<file path="config.mk">
export PLATFORM = sky130hd
export DESIGN_NAME = multicycle_ctrl
export DESIGN_NICKNAME = d
export VERILOG_FILES = /design/src/rtl/ctrl_pkg.sv /design/src/rtl/ctrl_watchdog.sv /design/src/rtl/multicycle_ctrl.sv
export SDC_FILE = /design/constraint.sdc
export NUM_CORES = 1
export LEC_CHECK = 0
export ABC_CLOCK_PERIOD_IN_PS = 4500
export CORE_UTILIZATION = 40
export DETAILED_ROUTE_END_ITERATION = 10
export PLACE_DENSITY_LB_ADDON = 0.15
export SLEW_MARGIN = 15
export SYNTH_ARGS = -nofsm -noshare
export SYNTH_HDL_FRONTEND = slang
export SYNTH_SLANG_ARGS = --single-unit
</file>
<file path="constraint.sdc">
create_clock -name clk -period 4.5 [get_ports clk]
set_clock_uncertainty 0.2 [all_clocks]
set_input_delay 0.9 -clock clk [delete_from_list [all_inputs] [get_ports clk]]
set_output_delay 0.9 -clock clk [all_outputs]
set_load 0.02 [all_outputs]
</file>
<file path="src/rtl/ctrl_pkg.sv">
// ctrl_pkg: shared types and encodings for the multi-cycle RV32I control FSM.
//   state_t      - FSM states
//   OPC_*        - supported major opcodes (instr[6:0])
//   pc_sel_t, alu_a_sel_t, alu_op_t, wb_sel_t - datapath select encodings
//   opcode_supported() - true for opcodes this core executes
package ctrl_pkg;

    typedef enum logic [2:0] {
        S_FETCH  = 3'd0,
        S_DECODE = 3'd1,
        S_EXEC   = 3'd2,
        S_MEM    = 3'd3,
        S_WB     = 3'd4,
        S_TRAP   = 3'd5
    } state_t;

    localparam logic [6:0] OPC_LOAD   = 7'b0000011;
    localparam logic [6:0] OPC_STORE  = 7'b0100011;
    localparam logic [6:0] OPC_BRANCH = 7'b1100011;
    localparam logic [6:0] OPC_LUI    = 7'b0110111;
    localparam logic [6:0] OPC_JAL    = 7'b1101111;
    localparam logic [6:0] OPC_OP     = 7'b0110011;
    localparam logic [6:0] OPC_OPIMM  = 7'b0010011;

    typedef enum logic [1:0] {
        PC_PLUS4  = 2'b00,
        PC_BRANCH = 2'b01,
        PC_JUMP   = 2'b10
    } pc_sel_t;

    typedef enum logic [1:0] {
        A_RS1  = 2'b00,
        A_PC   = 2'b01,
        A_ZERO = 2'b10
    } alu_a_sel_t;

    localparam logic B_RS2 = 1'b0;
    localparam logic B_IMM = 1'b1;

    typedef enum logic [1:0] {
        ALU_ADD   = 2'b00,
        ALU_SUB   = 2'b01,
        ALU_FUNCT = 2'b10
    } alu_op_t;

    typedef enum logic [1:0] {
        WB_ALU = 2'b00,
        WB_MEM = 2'b01,
        WB_PC4 = 2'b10
    } wb_sel_t;

    function automatic logic opcode_supported(input logic [6:0] opc);
        logic ok;
        case (opc)
            OPC_LOAD, OPC_STORE, OPC_BRANCH, OPC_LUI,
            OPC_JAL, OPC_OP, OPC_OPIMM: ok = 1'b1;
            default:                    ok = 1'b0;
        endcase
        return ok;
    endfunction

endpackage

</file>
<file path="src/rtl/ctrl_watchdog.sv">
// ctrl_watchdog: counts cycles a memory request waits for its ack.
//   clk, rst  - clock, async active-high reset
//   active    - a request is being held (FETCH or MEM)
//   ack       - the ack matching the held request
//   expired   - this is the STALL_LIMIT-th waiting cycle and no ack came
// The count returns to zero whenever no request is waiting or an ack lands,
// so every FETCH/MEM visit starts from zero. STALL_LIMIT = 0 disables expiry.
module ctrl_watchdog #(
    parameter int STALL_LIMIT = 16
) (
    input  logic clk,
    input  logic rst,
    input  logic active,
    input  logic ack,
    output logic expired
);

    localparam int CW = (STALL_LIMIT > 1) ? $clog2(STALL_LIMIT) : 1;
    localparam logic [CW-1:0] LAST = CW'(STALL_LIMIT - 1);

    logic [CW-1:0] count;

    // Wait counter: clears when idle or acked, saturates at the last count.
    always_ff @(posedge clk or posedge rst) begin
        if (rst) begin
            count <= {CW{1'b0}};
        end else if (!active || ack) begin
            count <= {CW{1'b0}};
        end else if (count != LAST) begin
            count <= count + CW'(1);
        end else begin
            count <= count;
        end
    end

    // Expiry: the final allowed waiting cycle ends without an ack (ack wins).
    always_comb begin
        if (STALL_LIMIT != 0) begin
            expired = active && !ack && (count == LAST);
        end else begin
            expired = 1'b0;
        end
    end

endmodule

</file>
<file path="src/rtl/multicycle_ctrl.sv">
// multicycle_ctrl: multi-cycle control FSM for the RV32I subset.
//   clk, rst                 - clock, async active-high reset
//   ir_opcode, branch_taken  - instruction opcode and comparator result
//   imem_req/imem_ack        - instruction fetch handshake
//   dmem_req/dmem_we/dmem_ack- data access handshake
//   ir_we, pc_we, pc_sel     - IR/PC load controls
//   alu_a_sel, alu_b_sel, alu_op - ALU operand/operation selects
//   reg_we, wb_sel           - register file write controls
//   retired                  - retired-instruction count (wraps)
//   illegal, bus_err         - sticky trap causes
// Outputs decode combinationally from state/opcode and are forced low while
// rst is asserted, so requests drop and enables stay low asynchronously.
module multicycle_ctrl
    import ctrl_pkg::*;
#(
    parameter int CNT_WIDTH   = 32,
    parameter int STALL_LIMIT = 16
) (
    input  logic                 clk,
    input  logic                 rst,
    input  logic [6:0]           ir_opcode,
    input  logic                 branch_taken,
    output logic                 imem_req,
    input  logic                 imem_ack,
    output logic                 dmem_req,
    output logic                 dmem_we,
    input  logic                 dmem_ack,
    output logic                 ir_we,
    output logic                 pc_we,
    output logic [1:0]           pc_sel,
    output logic [1:0]           alu_a_sel,
    output logic                 alu_b_sel,
    output logic [1:0]           alu_op,
    output logic                 reg_we,
    output logic [1:0]           wb_sel,
    output logic [CNT_WIDTH-1:0] retired,
    output logic                 illegal,
    output logic                 bus_err
);

    state_t state;
    state_t next_state;

    logic is_load;
    logic is_store;
    logic is_branch;
    logic is_jal;
    logic supported;
    logic wd_active;
    logic wd_ack;
    logic wd_expired;
    logic retire;

    assign is_load   = (ir_opcode == OPC_LOAD);
    assign is_store  = (ir_opcode == OPC_STORE);
    assign is_branch = (ir_opcode == OPC_BRANCH);
    assign is_jal    = (ir_opcode == OPC_JAL);
    assign supported = opcode_supported(ir_opcode);

    assign wd_active = (state == S_FETCH) || (state == S_MEM);
    assign wd_ack    = (state == S_FETCH) ? imem_ack : dmem_ack;

    ctrl_watchdog #(
        .STALL_LIMIT (STALL_LIMIT)
    ) u_watchdog (
        .clk     (clk),
        .rst     (rst),
        .active  (wd_active),
        .ack     (wd_ack),
        .expired (wd_expired)
    );

    // Retiring edges: branch in EXEC, store on its MEM ack, any WB.
    always_comb begin
        if ((state == S_EXEC) && is_branch) begin
            retire = 1'b1;
        end else if ((state == S_MEM) && is_store && dmem_ack) begin
            retire = 1'b1;
        end else if (state == S_WB) begin
            retire = 1'b1;
        end else begin
            retire = 1'b0;
        end
    end

    // State register.
    always_ff @(posedge clk or posedge rst) begin
        if (rst) begin
            state <= S_FETCH;
        end else begin
            state <= next_state;
        end
    end

    // Next-state logic.
    always_comb begin
        next_state = state;
        case (state)
            S_FETCH: begin
                if (imem_ack) begin
                    next_state = S_DECODE;
                end else if (wd_expired) begin
                    next_state = S_TRAP;
                end else begin
                    next_state = S_FETCH;
                end
            end
            S_DECODE: begin
                if (supported) begin
                    next_state = S_EXEC;
                end else begin
                    next_state = S_TRAP;
                end
            end
            S_EXEC: begin
                case (ir_opcode)
                    OPC_BRANCH:                               next_state = S_FETCH;
                    OPC_LOAD, OPC_STORE:                      next_state = S_MEM;
                    OPC_OP, OPC_OPIMM, OPC_LUI, OPC_JAL:      next_state = S_WB;
                    default:                                  next_state = S_TRAP;
                endcase
            end
            S_MEM: begin
                if (dmem_ack) begin
                    if (is_store) begin
                        next_state = S_FETCH;
                    end else begin
                        next_state = S_WB;
                    end
                end else if (wd_expired) begin
                    next_state = S_TRAP;
                end else begin
                    next_state = S_MEM;
                end
            end
            S_WB:    next_state = S_FETCH;
            S_TRAP:  next_state = S_TRAP;
            default: next_state = S_TRAP;
        endcase
    end

    // Output decode from state and opcode; all low while reset is asserted.
    always_comb begin
        imem_req  = 1'b0;
        dmem_req  = 1'b0;
        dmem_we   = 1'b0;
        ir_we     = 1'b0;
        pc_we     = 1'b0;
        pc_sel    = PC_PLUS4;
        alu_a_sel = A_RS1;
        alu_b_sel = B_RS2;
        alu_op    = ALU_ADD;
        reg_we    = 1'b0;
        wb_sel    = WB_ALU;
        if (rst) begin
            imem_req = 1'b0;
        end else begin
            case (state)
                S_FETCH: begin
                    imem_req = 1'b1;
                    if (imem_ack) begin
                        ir_we = 1'b1;
                    end else begin
                        ir_we = 1'b0;
                    end
                end
                S_EXEC: begin
                    case (ir_opcode)
                        OPC_OP: begin
                            alu_a_sel = A_RS1;
                            alu_b_sel = B_RS2;
                            alu_op    = ALU_FUNCT;
                        end
                        OPC_OPIMM: begin
                            alu_a_sel = A_RS1;
                            alu_b_sel = B_IMM;
                            alu_op    = ALU_FUNCT;
                        end
                        OPC_LUI: begin
                            alu_a_sel = A_ZERO;
                            alu_b_sel = B_IMM;
                            alu_op    = ALU_ADD;
                        end
                        OPC_LOAD, OPC_STORE: begin
                            alu_a_sel = A_RS1;
                            alu_b_sel = B_IMM;
                            alu_op    = ALU_ADD;
                        end
                        OPC_BRANCH: begin
                            alu_a_sel = A_RS1;
                            alu_b_sel = B_RS2;
                            alu_op    = ALU_SUB;
                            pc_we     = 1'b1;
                            if (branch_taken) begin
                                pc_sel = PC_BRANCH;
                            end else begin
                                pc_sel = PC_PLUS4;
                            end
                        end
                        OPC_JAL: begin
                            alu_a_sel = A_PC;
                            alu_b_sel = B_IMM;
                            alu_op    = ALU_ADD;
                        end
                        default: begin
                            alu_op = ALU_ADD;
                        end
                    endcase
                end
                S_MEM: begin
                    dmem_req = 1'b1;
                    dmem_we  = is_store;
                    // A store finishes here, so it advances the PC on its ack.
                    if (is_store && dmem_ack) begin
                        pc_we = 1'b1;
                    end else begin
                        pc_we = 1'b0;
                    end
                end
                S_WB: begin
                    reg_we = 1'b1;
                    pc_we  = 1'b1;
                    if (is_load) begin
                        wb_sel = WB_MEM;
                    end else if (is_jal) begin
                        wb_sel = WB_PC4;
                    end else begin
                        wb_sel = WB_ALU;
                    end
                    if (is_jal) begin
                        pc_sel = PC_JUMP;
                    end else begin
                        pc_sel = PC_PLUS4;
                    end
                end
                default: begin
                    imem_req = 1'b0;
                end
            endcase
        end
    end

    // Status: retired counter and sticky trap causes.
    always_ff @(posedge clk or posedge rst) begin
        if (rst) begin
            retired <= {CNT_WIDTH{1'b0}};
            illegal <= 1'b0;
            bus_err <= 1'b0;
        end else begin
            if (retire) begin
                retired <= retired + CNT_WIDTH'(1);
            end else begin
                retired <= retired;
            end
            if ((state == S_DECODE) && !supported) begin
                illegal <= 1'b1;
            end else begin
                illegal <= illegal;
            end
            if (wd_expired) begin
                bus_err <= 1'b1;
            end else begin
                bus_err <= bus_err;
            end
        end
    end

endmodule

</file>
After elaboration in Yosys (flattened, before gate mapping):

Index checks and enable logic that the tools add are counted.

* flip-flop bits (word level): 41
* output and inout port bits: 49
* word-level logic and storage cells: 85

* add/sub/neg operators: 2
* eq/ne operators: 13
* muxes and demuxes: 46
* reductions and logical operators: 19

Operators with widths (number)
* 32-bit by 1-bit adder with 32-bit output (second input constant): 1
* 1-bit 2-to-1 mux: 23
* 7-bit by 6-bit == test with 1-bit output (second input constant): 3
* 2-bit 2-to-1 mux: 9
* 3-bit 2-to-1 mux: 6
* 3-bit case mux with 5 select lines: 1
* 7-bit == test (second input constant): 2
* 2-bit case mux with 2 select lines: 3
* 3-bit case mux with 3 select lines: 1
* 4-bit 2-to-1 mux: 2
* 7-bit by 2-bit == test with 1-bit output (second input constant): 1
* 7-bit by 5-bit == test with 1-bit output (second input constant): 1
* 1-bit logical AND: 7
* 7-bit OR reduction: 1
* 3-bit by 2-bit == test with 1-bit output (second input constant): 2
* 5-bit OR reduction: 1
* 4-bit by 1-bit adder with 4-bit output (second input constant): 1
* 4-bit == test (second input constant): 1
* 4-bit != test (second input constant): 1
* 2-bit OR reduction: 2
* 4-bit OR reduction: 1
* 3-bit by 1-bit == test with 1-bit output (second input constant): 1
* 3-bit == test (second input constant): 1
* 1-bit zero test: 3
* other kinds (4): 5

Depth between registers and ports, before layout:

* depth in word-level cells: 8
* mapped depth: 7
* mapped depth without buffers: 6

Hierarchy:

Synthesis repeated with hierarchy kept, for this count alone.

* cells, all modules: 247
* area, all modules: 2298.5 µm²

By module, submodules not included
* multicycle_ctrl: instances 1, cells each 225, area each 2063.2 µm², sequential area each 925.9 µm²
* ctrl_watchdog: instances 1, cells each 22, area each 235.2 µm², sequential area each 100.1 µm²

Worst setup path before layout:

No wires, ideal clock.

* path type: input-to-output
* start: input rst
* end: output pc_sel[0]
* data arrival time: 3.359 ns
* required time: 3.400 ns
* slack: 0.041 ns
* stages on the path: 4
* buffers on the path: 0
* cells stage by stage: inv_1 nand3_1 nor4b_1 and2_1

* word-level cells in the longest chain between the ends: 1

Ends and longest elaborated chain
* start, declared: RTL line multicycle_ctrl.sv:20 `input logic rst,`
* 2-bit 2-to-1 mux: RTL line multicycle_ctrl.sv:155 `if (rst) begin`
* end, declared: RTL line multicycle_ctrl.sv:30 `output logic [1:0] pc_sel,`

No other way between the ends.

Final worst setup path:

* start: input ir_opcode[0]
* end: output pc_sel[0]

* word-level cells in the longest chain between the ends: 4

Ends and longest elaborated chain
* start, declared: RTL line multicycle_ctrl.sv:21 `input logic [6:0] ir_opcode,`
* 7-bit == test: RTL line multicycle_ctrl.sv:168 `case (ir_opcode)`
* 1-bit 2-to-1 mux: RTL line multicycle_ctrl.sv:168
* 2-bit case mux with 2 select lines: RTL line multicycle_ctrl.sv:158 `case (state)`
* 2-bit 2-to-1 mux: RTL line multicycle_ctrl.sv:155

No other way between the ends.

==> out/metrics.csv <==
metric,value,unit
proportion of synthesized area in mux cells,0.485,%
post-route cell area,3110,µm²
Inserted Clock Buffers,5,
"commonest non-fill, non-tap cells in the layout","60 x clkdlybuf4s50_1, 41 x dfrtp_1, 28 x xor2_1",
sequential area share after synthesis,44.2,%
Core Box Area,5540,µm²
Peak VDD IR,299,µV
Crit. End Element,primary output,
Mean Syn Cell Area,9.51,µm²
Vias,2016,
Final Hold Viols,0,
Post-CTS Setup Inserts,0,
Static Leak,1.17,nW
WP buf/inv,2,
max cap viols,0,
Syn. warnings,0,
H-tree levels,2,
fmax,0.240,GHz
Initial Util,41.9,%
CTS tree,yes,
"Top FF cell, synth",dfrtp_1,
PwrDens,353,nW/µm²
DRT iter0 DRCs,88,
asr flop ratio synth,100,%
crit path max fanout,5,
die footprint,6110,µm²
Worst Setup Start Kind,input port,
global-route wire length before repair,8.87,mm
routed len/inst,13.2,µm
compound-gate portion of the synthesized area,7.50,%
gpl congestion,0.853,
critical path's largest stage delay,600,ps
worst hold slack,272,ps
unrepaired setup endpoints after global routing,no,
Die Y,78.2,µm
Final Critical Period,4170,ps
n_diodes,0,
initial antenna violation count,0,
largest family of logic cells by synthesized area,simple AND/OR/NAND/NOR gates,
reg2reg setup slack,2140,ps
run status,"finished, final reports clean",
DP Area,3000,µm²
number of synthesized flops with an enable pin,0,
dpl hpwl,3.62,mm
area share of the largest cell type after synthesis,44.2,%
"Top cell by count, worst path",clkdlybuf4s50_1,
Post-Synth Adder-Cell Area,1.08,%
vias in the first global route,1943,
"commonest non-fill, non-tap cell in the layout",clkdlybuf4s50_1,
Worst-path clk slew,80,ps
area added between synthesis and finish,34.3,%
Tcrit/Tclk final,92.6,%
gr usage total,18.0,%
Tot Pwr,1.10,mW
largest net degree at the start of global routing,43,
crit path cell chain,"clkdlybuf4s50_1, nand2_1, nor2_1, nand3_1, nor4b_1, and2_1, clkdlybuf4s50_1",
TritonRoute pass-1 iters,4,
chip width,78.2,µm
layout cells sized above 1,8.14,%
drt total wl,5.01,mm
Ports,61,
Synth area leader,dfrtp_1,
CTS Hold Buffers Added,0,
HP Start,retired[31],
worst path arrival time,3070,ps
clock sinks,41,
Cell Rows,27,
top post-synthesis cells by area,"dfrtp_1 44%, xor2_1 11%, nor3_1 4.3%",
Setup-failing EPs final,0,
Clock Path Buffers,2,
library cells used by synthesis,48,
Layout Nets,320,
Tightest Pin Transition,610,ps
Critical Path Start,ir_opcode[0],
Mapped Area,2320,µm²
max-slew violations,0,
port buffer count,60,
Crit path max-delay family,buffers and inverters,
DR DRC count,0,
worst r2r src,state[2],
Root Buffer,clkbuf_8,
PostCTS Resize Cnt,0,
worst skew pair latency,290,ps
critical path class,in -> out,
antenna-violating nets left,0,
Seq cells post-synth,41,
Post-Synth Simple-Gate Area,31.3,%
Critical-path top delay cell,clkdlybuf4s50_1,
Setup TNS Final,0,ps
Hold Path Class,reg -> reg,
grt total ovfl,0,
Synthesized Nets,258,
WP data required,3400,ps
XOR/XNOR Fraction of Synth Area,12.1,%
slew margin rel.,58.7,%
post-DR vias/cell,5.32,
Post-Syn Instances,244,
-- through the flow --
stage	setup slack (ps)	util (%)	cells
detailed placement	320	54.1	371
finish	331	56.2	379
CTS	311	56.2	379
global placement	428	54.1	371
floorplan	40.6	-	244
global route	165	56.2	379
-- cells in the mapped netlist (3+ instances only) --
master / n
a21oi_1: 4
xor2_1: 28
and3_1: 5
nor4b_2: 4
nor4_2: 5
buf_2: 4
a31oi_1: 3
nand2_1: 21
inv_1: 7
nand2b_1: 4
nand4_1: 6
nor2_1: 25
dfrtp_1: 41
nand3_1: 16
xnor2_1: 4
a211oi_1: 3
clkbuf_1: 3
nor3_1: 20
-- power by group --
group / internal, mW / switching, mW / total [mW]
registers: 0.407 / 0.0655 / 0.473
logic: 0.142 / 0.183 / 0.325
clock network: 0.181 / 0.121 / 0.302
-- metal layers --
| metal | global-route usage (%) | wire length [µm] | vias up |
|---|---|---|---|
| met1 | 24.8 | 2420 | 966 |
| met3 | 3.60 | 225 | 4 |
| met2 | 28.2 | 2320 | 52 |
| met4 | 6.11 | 48 | 0 |
| met5 | 0 | 0 | - |
| li1 | - | - | 994 |
-- registers in the layout, indices dropped and copies added (netlist names) --
signal / count
u_watchdog.count: 4
bus_err: 1
state: 3
illegal: 1
retired: 32
-- path summary, 6_finish.rpt --
check / cells past startpoint / to
worst max-delay path: 7 / pc_sel[0]
worst min-delay path: 1 / retired[31]
worst max register to register: 6 / retired[10]
worst min register to register: 1 / retired[31]
max in group asynchronous: 3 / state[1]
min in group asynchronous: 3 / bus_err
-- worst reg2reg max path, cell delays in order (launching register included) --
cell and delay (ps):
dfrtp_1 510, and2b_1 360, nand4_1 110, a22o_1 260, buf_4 260, nor4b_1 410, xor2_1 170
-- logic make-up (layout without fill, tap and decap cells) --
family / Yosys count / count (layout)
fa+ha+maj: 2 / 2
simple gates: 126 / 126
xor+xnor: 32 / 32
flops: 41 / 41
compound gates: 25 / 25
buf+inv: 17 / 80
mux: 1 / 1
-- cell type report --
class                   instances  area (µm²)
repair buffers                 65         638
fillers                       509        2430
flip-flops and latches         41        1030
clock inverters                 1        30.0
clock buffers                   7        86.3
inverters                       7        26.3
multi-input cells             186        1220
well taps                      72        90.1
Note: power is estimated with default switching activity, not from simulation.
